[config.mk]
export PLATFORM = sky130hd
export DESIGN_NAME = k_constant_sequencer
export DESIGN_NICKNAME = d
export VERILOG_FILES = /design/src/rtl/sha_pkg.sv /design/src/rtl/k_rom.sv /design/src/rtl/k_constant_sequencer.sv
export SDC_FILE = /design/constraint.sdc
export NUM_CORES = 1
export LEC_CHECK = 0
export ABC_AREA = 1
export CAP_MARGIN = 20
export CORE_ASPECT_RATIO = 0.75
export CORE_MARGIN = 8
export CORE_UTILIZATION = 40
export CTS_CLUSTER_DIAMETER = 40
export CTS_CLUSTER_SIZE = 10
export DETAILED_ROUTE_END_ITERATION = 7
export GPL_ROUTABILITY_DRIVEN = 0
export GPL_TIMING_DRIVEN = 0
export PLACE_DENSITY = 0.55
export REMOVE_ABC_BUFFERS = 1
export SYNTH_ARGS = -nofsm -noshare
export SYNTH_HDL_FRONTEND = slang
export SYNTH_HIERARCHICAL = 1
export SYNTH_SLANG_ARGS = --single-unit
[constraint.sdc]
create_clock -name clk -period 2.9 [get_ports clk]
set_input_delay 0.58 -clock clk [delete_from_list [all_inputs] [get_ports clk]]
set_output_delay 0.58 -clock clk [all_outputs]
set_load 0.01 [all_outputs]
[src/rtl/sha_pkg.sv]
// Shared SHA round-constant tables and mode/round-count constants for the K sequencer.
package sha_pkg;

  localparam int MODE_SHA256   = 0;
  localparam int MODE_SHA512   = 1;
  localparam int ROUNDS_SHA256 = 64;
  localparam int ROUNDS_SHA512 = 80;
  localparam int ROUND_W       = 7;

  typedef enum logic {
    ST_IDLE = 1'b0,
    ST_RUN  = 1'b1
  } seq_state_t;

  function automatic int word_w(input int mode);
    return (mode == MODE_SHA512) ? 64 : 32;
  endfunction

  function automatic int rounds(input int mode);
    return (mode == MODE_SHA512) ? ROUNDS_SHA512 : ROUNDS_SHA256;
  endfunction

  localparam logic [31:0] K256 [64] = '{
    32'h428a2f98, 32'h71374491, 32'hb5c0fbcf, 32'he9b5dba5, 32'h3956c25b, 32'h59f111f1, 32'h923f82a4, 32'hab1c5ed5,
    32'hd807aa98, 32'h12835b01, 32'h243185be, 32'h550c7dc3, 32'h72be5d74, 32'h80deb1fe, 32'h9bdc06a7, 32'hc19bf174,
    32'he49b69c1, 32'hefbe4786, 32'h0fc19dc6, 32'h240ca1cc, 32'h2de92c6f, 32'h4a7484aa, 32'h5cb0a9dc, 32'h76f988da,
    32'h983e5152, 32'ha831c66d, 32'hb00327c8, 32'hbf597fc7, 32'hc6e00bf3, 32'hd5a79147, 32'h06ca6351, 32'h14292967,
    32'h27b70a85, 32'h2e1b2138, 32'h4d2c6dfc, 32'h53380d13, 32'h650a7354, 32'h766a0abb, 32'h81c2c92e, 32'h92722c85,
    32'ha2bfe8a1, 32'ha81a664b, 32'hc24b8b70, 32'hc76c51a3, 32'hd192e819, 32'hd6990624, 32'hf40e3585, 32'h106aa070,
    32'h19a4c116, 32'h1e376c08, 32'h2748774c, 32'h34b0bcb5, 32'h391c0cb3, 32'h4ed8aa4a, 32'h5b9cca4f, 32'h682e6ff3,
    32'h748f82ee, 32'h78a5636f, 32'h84c87814, 32'h8cc70208, 32'h90befffa, 32'ha4506ceb, 32'hbef9a3f7, 32'hc67178f2
  };

  localparam logic [63:0] K512 [80] = '{
    64'h428a2f98d728ae22, 64'h7137449123ef65cd, 64'hb5c0fbcfec4d3b2f, 64'he9b5dba58189dbbc,
    64'h3956c25bf348b538, 64'h59f111f1b605d019, 64'h923f82a4af194f9b, 64'hab1c5ed5da6d8118,
    64'hd807aa98a3030242, 64'h12835b0145706fbe, 64'h243185be4ee4b28c, 64'h550c7dc3d5ffb4e2,
    64'h72be5d74f27b896f, 64'h80deb1fe3b1696b1, 64'h9bdc06a725c71235, 64'hc19bf174cf692694,
    64'he49b69c19ef14ad2, 64'hefbe4786384f25e3, 64'h0fc19dc68b8cd5b5, 64'h240ca1cc77ac9c65,
    64'h2de92c6f592b0275, 64'h4a7484aa6ea6e483, 64'h5cb0a9dcbd41fbd4, 64'h76f988da831153b5,
    64'h983e5152ee66dfab, 64'ha831c66d2db43210, 64'hb00327c898fb213f, 64'hbf597fc7beef0ee4,
    64'hc6e00bf33da88fc2, 64'hd5a79147930aa725, 64'h06ca6351e003826f, 64'h142929670a0e6e70,
    64'h27b70a8546d22ffc, 64'h2e1b21385c26c926, 64'h4d2c6dfc5ac42aed, 64'h53380d139d95b3df,
    64'h650a73548baf63de, 64'h766a0abb3c77b2a8, 64'h81c2c92e47edaee6, 64'h92722c851482353b,
    64'ha2bfe8a14cf10364, 64'ha81a664bbc423001, 64'hc24b8b70d0f89791, 64'hc76c51a30654be30,
    64'hd192e819d6ef5218, 64'hd69906245565a910, 64'hf40e35855771202a, 64'h106aa07032bbd1b8,
    64'h19a4c116b8d2d0c8, 64'h1e376c085141ab53, 64'h2748774cdf8eeb99, 64'h34b0bcb5e19b48a8,
    64'h391c0cb3c5c95a63, 64'h4ed8aa4ae3418acb, 64'h5b9cca4f7763e373, 64'h682e6ff3d6b2b8a3,
    64'h748f82ee5defb2fc, 64'h78a5636f43172f60, 64'h84c87814a1f0ab72, 64'h8cc702081a6439ec,
    64'h90befffa23631e28, 64'ha4506cebde82bde9, 64'hbef9a3f7b2c67915, 64'hc67178f2e372532b,
    64'hca273eceea26619c, 64'hd186b8c721c0c207, 64'heada7dd6cde0eb1e, 64'hf57d4f7fee6ed178,
    64'h06f067aa72176fba, 64'h0a637dc5a2c898a6, 64'h113f9804bef90dae, 64'h1b710b35131c471b,
    64'h28db77f523047d84, 64'h32caab7b40c72493, 64'h3c9ebe0a15c9bebc, 64'h431d67c49c100d4c,
    64'h4cc5d4becb3e42b6, 64'h597f299cfc657e2a, 64'h5fcb6fab3ad6faec, 64'h6c44198c4a475817
  };

endpackage

[src/rtl/k_rom.sv]
// Combinational round-constant lookup; MODE selects the SHA-256 or SHA-512 table.
module k_rom
  import sha_pkg::*;
#(
  parameter  int MODE   = MODE_SHA256,
  localparam int WORD_W = word_w(MODE)
) (
  input  logic [ROUND_W-1:0] idx,
  output logic [WORD_W-1:0]  k
);

  // Out-of-range indices return zero so the unused table tail is never read.
  if (MODE == MODE_SHA512) begin : g_512
    assign k = (idx < 7'(ROUNDS_SHA512)) ? K512[idx] : '0;
  end else begin : g_256
    assign k = (idx < 7'(ROUNDS_SHA256)) ? K256[idx[5:0]] : '0;
  end

endmodule

[src/rtl/k_constant_sequencer.sv]
// Streams one registered K word per SHA round over Valid/Ready.
// Optional per-byte even-parity output enabled by defining K_SEQ_PARITY_EN.
//
// state   | meaning
// ST_IDLE | no block in progress; Valid/Busy low, waiting for Start
// ST_RUN  | presenting K[Round]; advances on each Valid&Ready handshake
module k_constant_sequencer
  import sha_pkg::*;
#(
  parameter  int MODE   = MODE_SHA256,
  localparam int WORD_W = word_w(MODE),
  localparam int ROUNDS = rounds(MODE)
) (
  input  logic               clk,
  input  logic               rst_n,
  input  logic               Start,
  input  logic               Abort,
  input  logic               Ready,
  output logic               Valid,
  output logic [WORD_W-1:0]  K,
  output logic [ROUND_W-1:0] Round,
  output logic               Last,
  output logic               Busy,
`ifdef K_SEQ_PARITY_EN
  output logic [WORD_W/8-1:0] KParity,
`endif
  output logic               Done
);

  localparam logic [ROUND_W-1:0] LAST_IDX = ROUND_W'(ROUNDS - 1);

  seq_state_t         state_q, state_d;
  logic [ROUND_W-1:0] round_q, idx_d;
  logic [WORD_W-1:0]  k_q, rom_k;
  logic               done_q, done_d;
  logic               load, adv, clear;

  always_comb begin
    state_d = state_q;
    load    = 1'b0;
    adv     = 1'b0;
    clear   = 1'b0;
    done_d  = 1'b0;
    case (state_q)
      ST_IDLE: begin
        if (Start && !Abort) begin
          state_d = ST_RUN;
          load    = 1'b1;
        end
      end
      ST_RUN: begin
        // Abort outranks the handshake; Start is ignored throughout RUN.
        if (Abort) begin
          state_d = ST_IDLE;
          clear   = 1'b1;
        end else if (Ready) begin
          if (round_q == LAST_IDX) begin
            state_d = ST_IDLE;
            clear   = 1'b1;
            done_d  = 1'b1;
          end else begin
            adv = 1'b1;
          end
        end
      end
      default: state_d = ST_IDLE;
    endcase
  end

  assign idx_d = load ? '0 : round_q + 7'd1;

  k_rom #(.MODE(MODE)) u_k_rom (
    .idx (idx_d),
    .k   (rom_k)
  );

  always_ff @(posedge clk or negedge rst_n) begin
    if (!rst_n) begin
      state_q <= ST_IDLE;
      round_q <= '0;
      k_q     <= '0;
      done_q  <= 1'b0;
    end else begin
      state_q <= state_d;
      done_q  <= done_d;
      if (load || adv) begin
        round_q <= idx_d;
        k_q     <= rom_k;
      end else if (clear) begin
        round_q <= '0;
        k_q     <= '0;
      end
    end
  end

`ifdef K_SEQ_PARITY_EN
  logic [WORD_W/8-1:0] par_q, par_d;

  always_comb begin
    par_d = '0;
    for (int i = 0; i < WORD_W/8; i++) par_d[i] = ^rom_k[8*i +: 8];
  end

  always_ff @(posedge clk or negedge rst_n) begin
    if (!rst_n) begin
      par_q <= '0;
    end else if (load || adv) begin
      par_q <= par_d;
    end else if (clear) begin
      par_q <= '0;
    end
  end

  assign KParity = par_q;
`endif

  assign Valid = (state_q == ST_RUN);
  assign Busy  = (state_q == ST_RUN);
  assign K     = k_q;
  assign Round = round_q;
  assign Last  = Valid && (round_q == LAST_IDX);
  assign Done  = done_q;

endmodule

# ---- Word-level counts from Yosys, hierarchy flattened
# Memory sizes are Yosys's and may differ from the RTL's.
# Index checks and enable logic that the tools add are counted.
dict set report classes {
  addsub 1
  n_bitwise 2
  reduce_logical 5
  eq_ne 1
  order_cmp 2
  mux 23
}
# cell count
set op_table {}
lappend op_table {{$mux W32} 5}
lappend op_table {{$mux W7} 3}
lappend op_table {{$mux W1} 14}
lappend op_table {{$add A7 B1 Y7 const B} 1}
lappend op_table {{$eq A7 B6 Y1 const B} 1}
lappend op_table {{$ge A7 B7 Y1 const B} 1}
lappend op_table {{$lt A7 B7 Y1 const B} 1}
lappend op_table {{$not A6 Y7} 1}
lappend op_table {{$logic_and A1 B1 Y1} 2}
lappend op_table {{$pmux W1 S2} 1}
lappend op_table {{$reduce_bool A2 Y1} 1}
lappend op_table {{$logic_not A1 Y1} 1}
lappend op_table {{$logic_or A1 B1 Y1} 1}
lappend op_table {{$not A1 Y1} 1}
dict set report word_totals {
  elab_cells 39
  in_bits 5
  n_memories 1
  rom_bits 2048
  register_bits 41
}
# name depth word_bits read_ports rd_clocked_by_memory_dff wr line
set memory_table {}
lappend memory_table {{(name not given)} 64 32 1 0 0 k_rom.sv:16} ;# assign k = (idx < 7'(ROUNDS_SHA256)) ? K256[idx[5:0]] : '0;

# ---- Depth between registers and ports, before layout
# Gate-level depths: netlist (run 1).
dict set report logic_depth {
  depth_word 11
  mapped_depth 17
  depth_no_buf 16
}

# ---- Modules after synthesis
# The synthesis (run 1) kept the hierarchy.
# mod cells_each instances area_each_um2
set modules_own_cells {}
lappend modules_own_cells {k_rom 651 1 2937.8}
lappend modules_own_cells {k_constant_sequencer 225 1 1866.8}

# ---- Worst setup path before layout (run 1)
# Ideal clock, no wire load.
dict set report synth_timing {
  kind {input to register}
  from {input Abort}
  to {register k_q[18], in the netlist K[18]}
  path_stages 15
  required_ns 2.782
  path_slack_ns 0.174
  arrival_ns 2.609
  path_cell_list {inv_1 -> nand3_2 -> o21ai_0 -> a21oi_1 -> inv_2 -> buf_2 -> ha_1 -> nor2_1 -> nor2_1 -> a21oi_1 -> nand2_1 -> nand2_1 -> nor2_1 -> nand2_1 -> nand2_1}
}
dict set report synth_between {
  elab_chain_len 11
}
# item line
set synth_lines {}
lappend synth_lines {{from (decl)} k_constant_sequencer.sv:17} ;# input logic Abort,
lappend synth_lines {{$logic_not A1 Y1 (*)} k_constant_sequencer.sv:46} ;# if (Start && !Abort) begin
lappend synth_lines {{$logic_and A1 B1 Y1 (*)} k_constant_sequencer.sv:46}
lappend synth_lines {{$mux W1 (*)} k_constant_sequencer.sv:46}
lappend synth_lines {{$mux W1 (*)} k_constant_sequencer.sv:44} ;# case (state_q)
lappend synth_lines {{$mux W7 (*)} k_constant_sequencer.sv:70} ;# assign idx_d = load ? '0 : round_q + 7'd1;
lappend synth_lines {{named net idx_d[2]} k_constant_sequencer.sv:33} ;# logic [ROUND_W-1:0] round_q, idx_d;
lappend synth_lines {{$not A6 Y7 (implied by the code)} k_rom.sv:16}
lappend synth_lines {{$mem_v2 Z64 W32} -}
lappend synth_lines {{$mux W32 (implied by the code) (2 in a row)} k_rom.sv:16}
lappend synth_lines {{$mux W32 (*)} k_rom.sv:16}
lappend synth_lines {{named net rom_k[18]} k_constant_sequencer.sv:34} ;# logic [WORD_W-1:0] k_q, rom_k;
lappend synth_lines {{$mux W32 (*)} k_constant_sequencer.sv:86} ;# if (load || adv) begin
lappend synth_lines {{to (signal assigned)} k_constant_sequencer.sv:88} ;# k_q <= rom_k;
lappend synth_lines {{to (decl)} k_constant_sequencer.sv:34}
# The timed path passes the listed nets; every way through them passes the cells marked *. The select of a mux whose other input is x is not followed.
# A chain may end at the register's enable or synchronous reset.

# ---- Worst setup path in the final report (run 1)
dict set report layout_timing {
  from {input Abort}
  to {register k_q[14], in the netlist K[14]}
}
# Same word-level chain as after synthesis.

==> results of run 1 <==
==> critical path, stage by stage <==
cell and delay [ns]:
clkdlybuf4s50_1 0.45, inv_2 0.09, nand3_4 0.14, nand2_2 0.12, clkinvlp_4 0.11, inv_4 0.21, ha_2 0.39, inv_4 0.14
nand2_2 0.15, nand3_1 0.11, nand3_1 0.08, a21oi_1 0.26, nor2_1 0.09, nand2_1 0.09, nand2_1 0.07
==> final timing paths <==
check	startpoint	endpoint	slack [ns]	depth (start not counted)
worst max-delay path	Abort	K[14]	0.01	15
worst min-delay path	rst_n	K[13]	0.23	1
worst max register to register	Busy	K[14]	0.18	14
worst min register to register	K[24]	K[24]	0.49	2
max in group asynchronous	rst_n	Round[2]	2.16	2
min in group clk	K[24]	K[24]	0.49	2
==> cell families (layout without fill, tap and decap cells) <==
logic type | Yosys count | in the layout
AO/OA/AOI/OAI | 83 | 85
adder cells (fa/ha/maj) | 21 | 21
buffers and inverters | 101 | 134
AND/OR/NAND/NOR | 630 | 631
flip-flops | 41 | 41
==> registers in the layout, summed over array words and instances (netlist names) <==
signal  flops
Round       7
Busy        1
Done        1
K          32
==> synthesized netlist by cell type <==
| cell type | instances | share of area |
|---|---|---|
| nand2_1 | 330 | 0.26 |
| nor3_1 | 1 | 0.0010 |
| nor2_2 | 3 | 0.0039 |
| clkbuf_1 | 15 | 0.012 |
| and2_1 | 1 | 0.0013 |
| buf_2 | 25 | 0.026 |
| a31oi_1 | 1 | 0.0013 |
| o21ai_1 | 2 | 0.0021 |
| buf_4 | 4 | 0.0063 |
| o211ai_1 | 3 | 0.0047 |
| buf_1 | 9 | 0.0070 |
| nand3_2 | 1 | 0.0021 |
| ha_1 | 21 | 0.055 |
| nor2_4 | 1 | 0.0023 |
| nand3_1 | 163 | 0.17 |
| inv_2 | 3 | 0.0023 |
| a21oi_4 | 1 | 0.0034 |
| dfrtp_1 | 41 | 0.21 |
| buf_6 | 3 | 0.0070 |
| a21oi_1 | 60 | 0.063 |
| nand3b_1 | 1 | 0.0016 |
| nand4_1 | 5 | 0.0065 |
| nor4_1 | 1 | 0.0013 |
| nand2_2 | 7 | 0.0091 |
| o21a_1 | 1 | 0.0016 |
| nor2_1 | 116 | 0.091 |
| inv_1 | 42 | 0.033 |
| o21ai_0 | 15 | 0.016 |
==> stage by stage <==
stage | power (mW) | hold WS (ns) | setup WS (ns)
floorplan | 1.402 | 0.2844 | -3.734
global placement | 1.877 | 0.4789 | -7.779
detailed placement | 1.889 | 0.4857 | -1.187
CTS | 2.630 | 0.2376 | -0.07210
finish | 2.742 | 0.2259 | 0.01281
global route | 2.891 | 0.2640 | -0.06671
==> report_power, final <==
group	switching, mW	internal (mW)	leakage (nW)
registers	0.0578	0.673	0.535
clock network	0.251	0.431	0.0841
logic	0.825	0.504	2.50
total	1.13	1.61	3.12
==> area by class of cell <==
cell class / instances / share of cell area
clock inverters: 1 / 0.004873
flip-flops and latches: 41 / 0.1667
inverters: 45 / 0.03411
repair buffers: 79 / 0.1584
clock buffers: 7 / 0.02315
multi-input cells: 737 / 0.5777
repair inverters: 2 / 0.002234
well taps: 162 / 0.03289
==> repair_timing <==
item                       4_1_cts  5_1_grt
setup buffers                    7       11
gates resized for setup         29       44
pin swaps                        1        2
cloned                           6        3
setup endpoints to repair       32       33
==> routing by layer <==
metal	GRT usage	wire, µm	up-vias
li1	-	-	2897
met4	0.1208	1330	2
met5	0.006579	36	-
met2	0.3595	8342	547
met3	0.1015	3145	157
met1	0.3599	8798	2941
==> summary.md, run 1 <==
| Metric | Value |
|---|---|
| RSZ-0062 raised after global routing | yes |
| Maximum vdd drop | 0.0002773 V |
| Design Area, Final | 6162 µm² |
| Vias in the first global route | 5913 |
| Cts bufs inserted | 5 |
| CTS tree | yes |
| Main combinational cell family by area after synthesis | simple AND/OR/NAND/NOR gates |
| Dpl cells | 1037 |
| Synth Area in Compound Gates | 0.09115 |
| Post-synthesis mux area share | 0 |
| Worst-path maximum fanout | 11 |
| Avg Synthesized Cell Area | 5.485 µm² |
| Adder-cell share of the synthesized area | 0.05469 |
| Max Cap Viol | 0 |
| Die Ht | 110.9 µm |
| Vias per cell | 6.093 |
| Detail Placement HPWL | 13.70 mm |
| First-pass GRT wire length | 33.26 mm |
| Fin. max-slew vios | 0 |
| Worst-margin pin slew | 0.8696 ns |
| Status | finished with violations |
| Placement row count | 34 |
| CTS max path bufs | 2 |
| # diodes | 0 |
| Rel. slew slack | 0.4203 |
| Worst path arrival time | 3.07 ns |
| Fill count | 1218 |
| Area growth, synth to finish | 28.26% |
| Synth Instances | 876 |
| ANT nets after route | 0 |
| Final core occ | 0.5287 |
| Wire per inst | 20.16 µm |
| Io pins | 48 |
| DRC Markers | 4 |
| CTS clock-pin slew for the worst setup and hold paths | 0.06 ns |
| Most frequent cells in the layout | nand2_1 (314), nand3_1 (162), nor2_1 (107), a21oi_1 (54), clkdlybuf4s50_1 (45) |
| Die area | 15810 µm² |
| Initial cell density of the core | 0.4122 |
| Die W | 142.6 µm |
| Synth warn | 6 |
| Post-Synth XOR/XNOR Area | 0 |
| Core ar. | 11660 µm² |
| Kind of critical path | primary input to flop |
| DP Area | 5421 µm² |
| Grt total ovfl | 0 |
| Hold Vio Cnt, Final | 0 |
| Storage cell area | 1027 µm² |
| Fraction of layout cells with a size suffix above 1 | 0.1206 |
| Failing checks | DRC |
| Starting DRT DRC Count | 1293 |
| Fin crit share | 0.9956 |
| CTS root buf | clkbuf_16 |
| Final net count | 937 |
| H-tree depth | 2 |
| Commonest non-fill, non-tap cell in the layout | nand2_1 |
| Type of the worst min-delay path | primary input to asynchronous set/reset pin |
| Req. time, crit path | 3.09 ns |
| Clock Skew | 0.004419 ns |
| Clock sink count | 41 |
| Critical Path Source Type | primary input |
| Pwr/cell area | 445.0 nW/µm² |
| CP endpoint kind | flop |
| Synth Cell Area | 4805 µm² |
| Synth cell types | 28 |
| Simple-Gate Fraction of Synth Area | 0.5474 |
| Fin crit period | 2.887 ns |
| Overall routed net length | 21.65 mm |
| Largest net degree at the start of global routing | 48 |
| Lkg Pwr | 3.123 nW |
| Multi-input gate area | 3560 µm² |
| Final non-filler cell total | 1074 |
| Register area share after synthesis | 0.2135 |
| Setup TNS | 0 ns |
| Drt pass-1 iters | 8 |
| Vias | 6544 |
| Initial antenna violation count | 0 |
| Register bit total from synthesis | 41 |
| Max Freq | 346.4 MHz |
| GRT Total Usage | 0.2656 |
| CTS hold repair buffers | 0 |
| Worst-Skew Late Latency | 0.30 ns |
| I/O Buffers | 47 |
| Final setup vio count | 0 |
No activity file was read; power rests on OpenSTA's default activity.
==> run 2: changes to the inputs <==
- HOLD_SLACK_MARGIN: unset -> 0.12
==> results of run 2 <==
The final DEF is identical to that of run 1; final timing and power are the same.
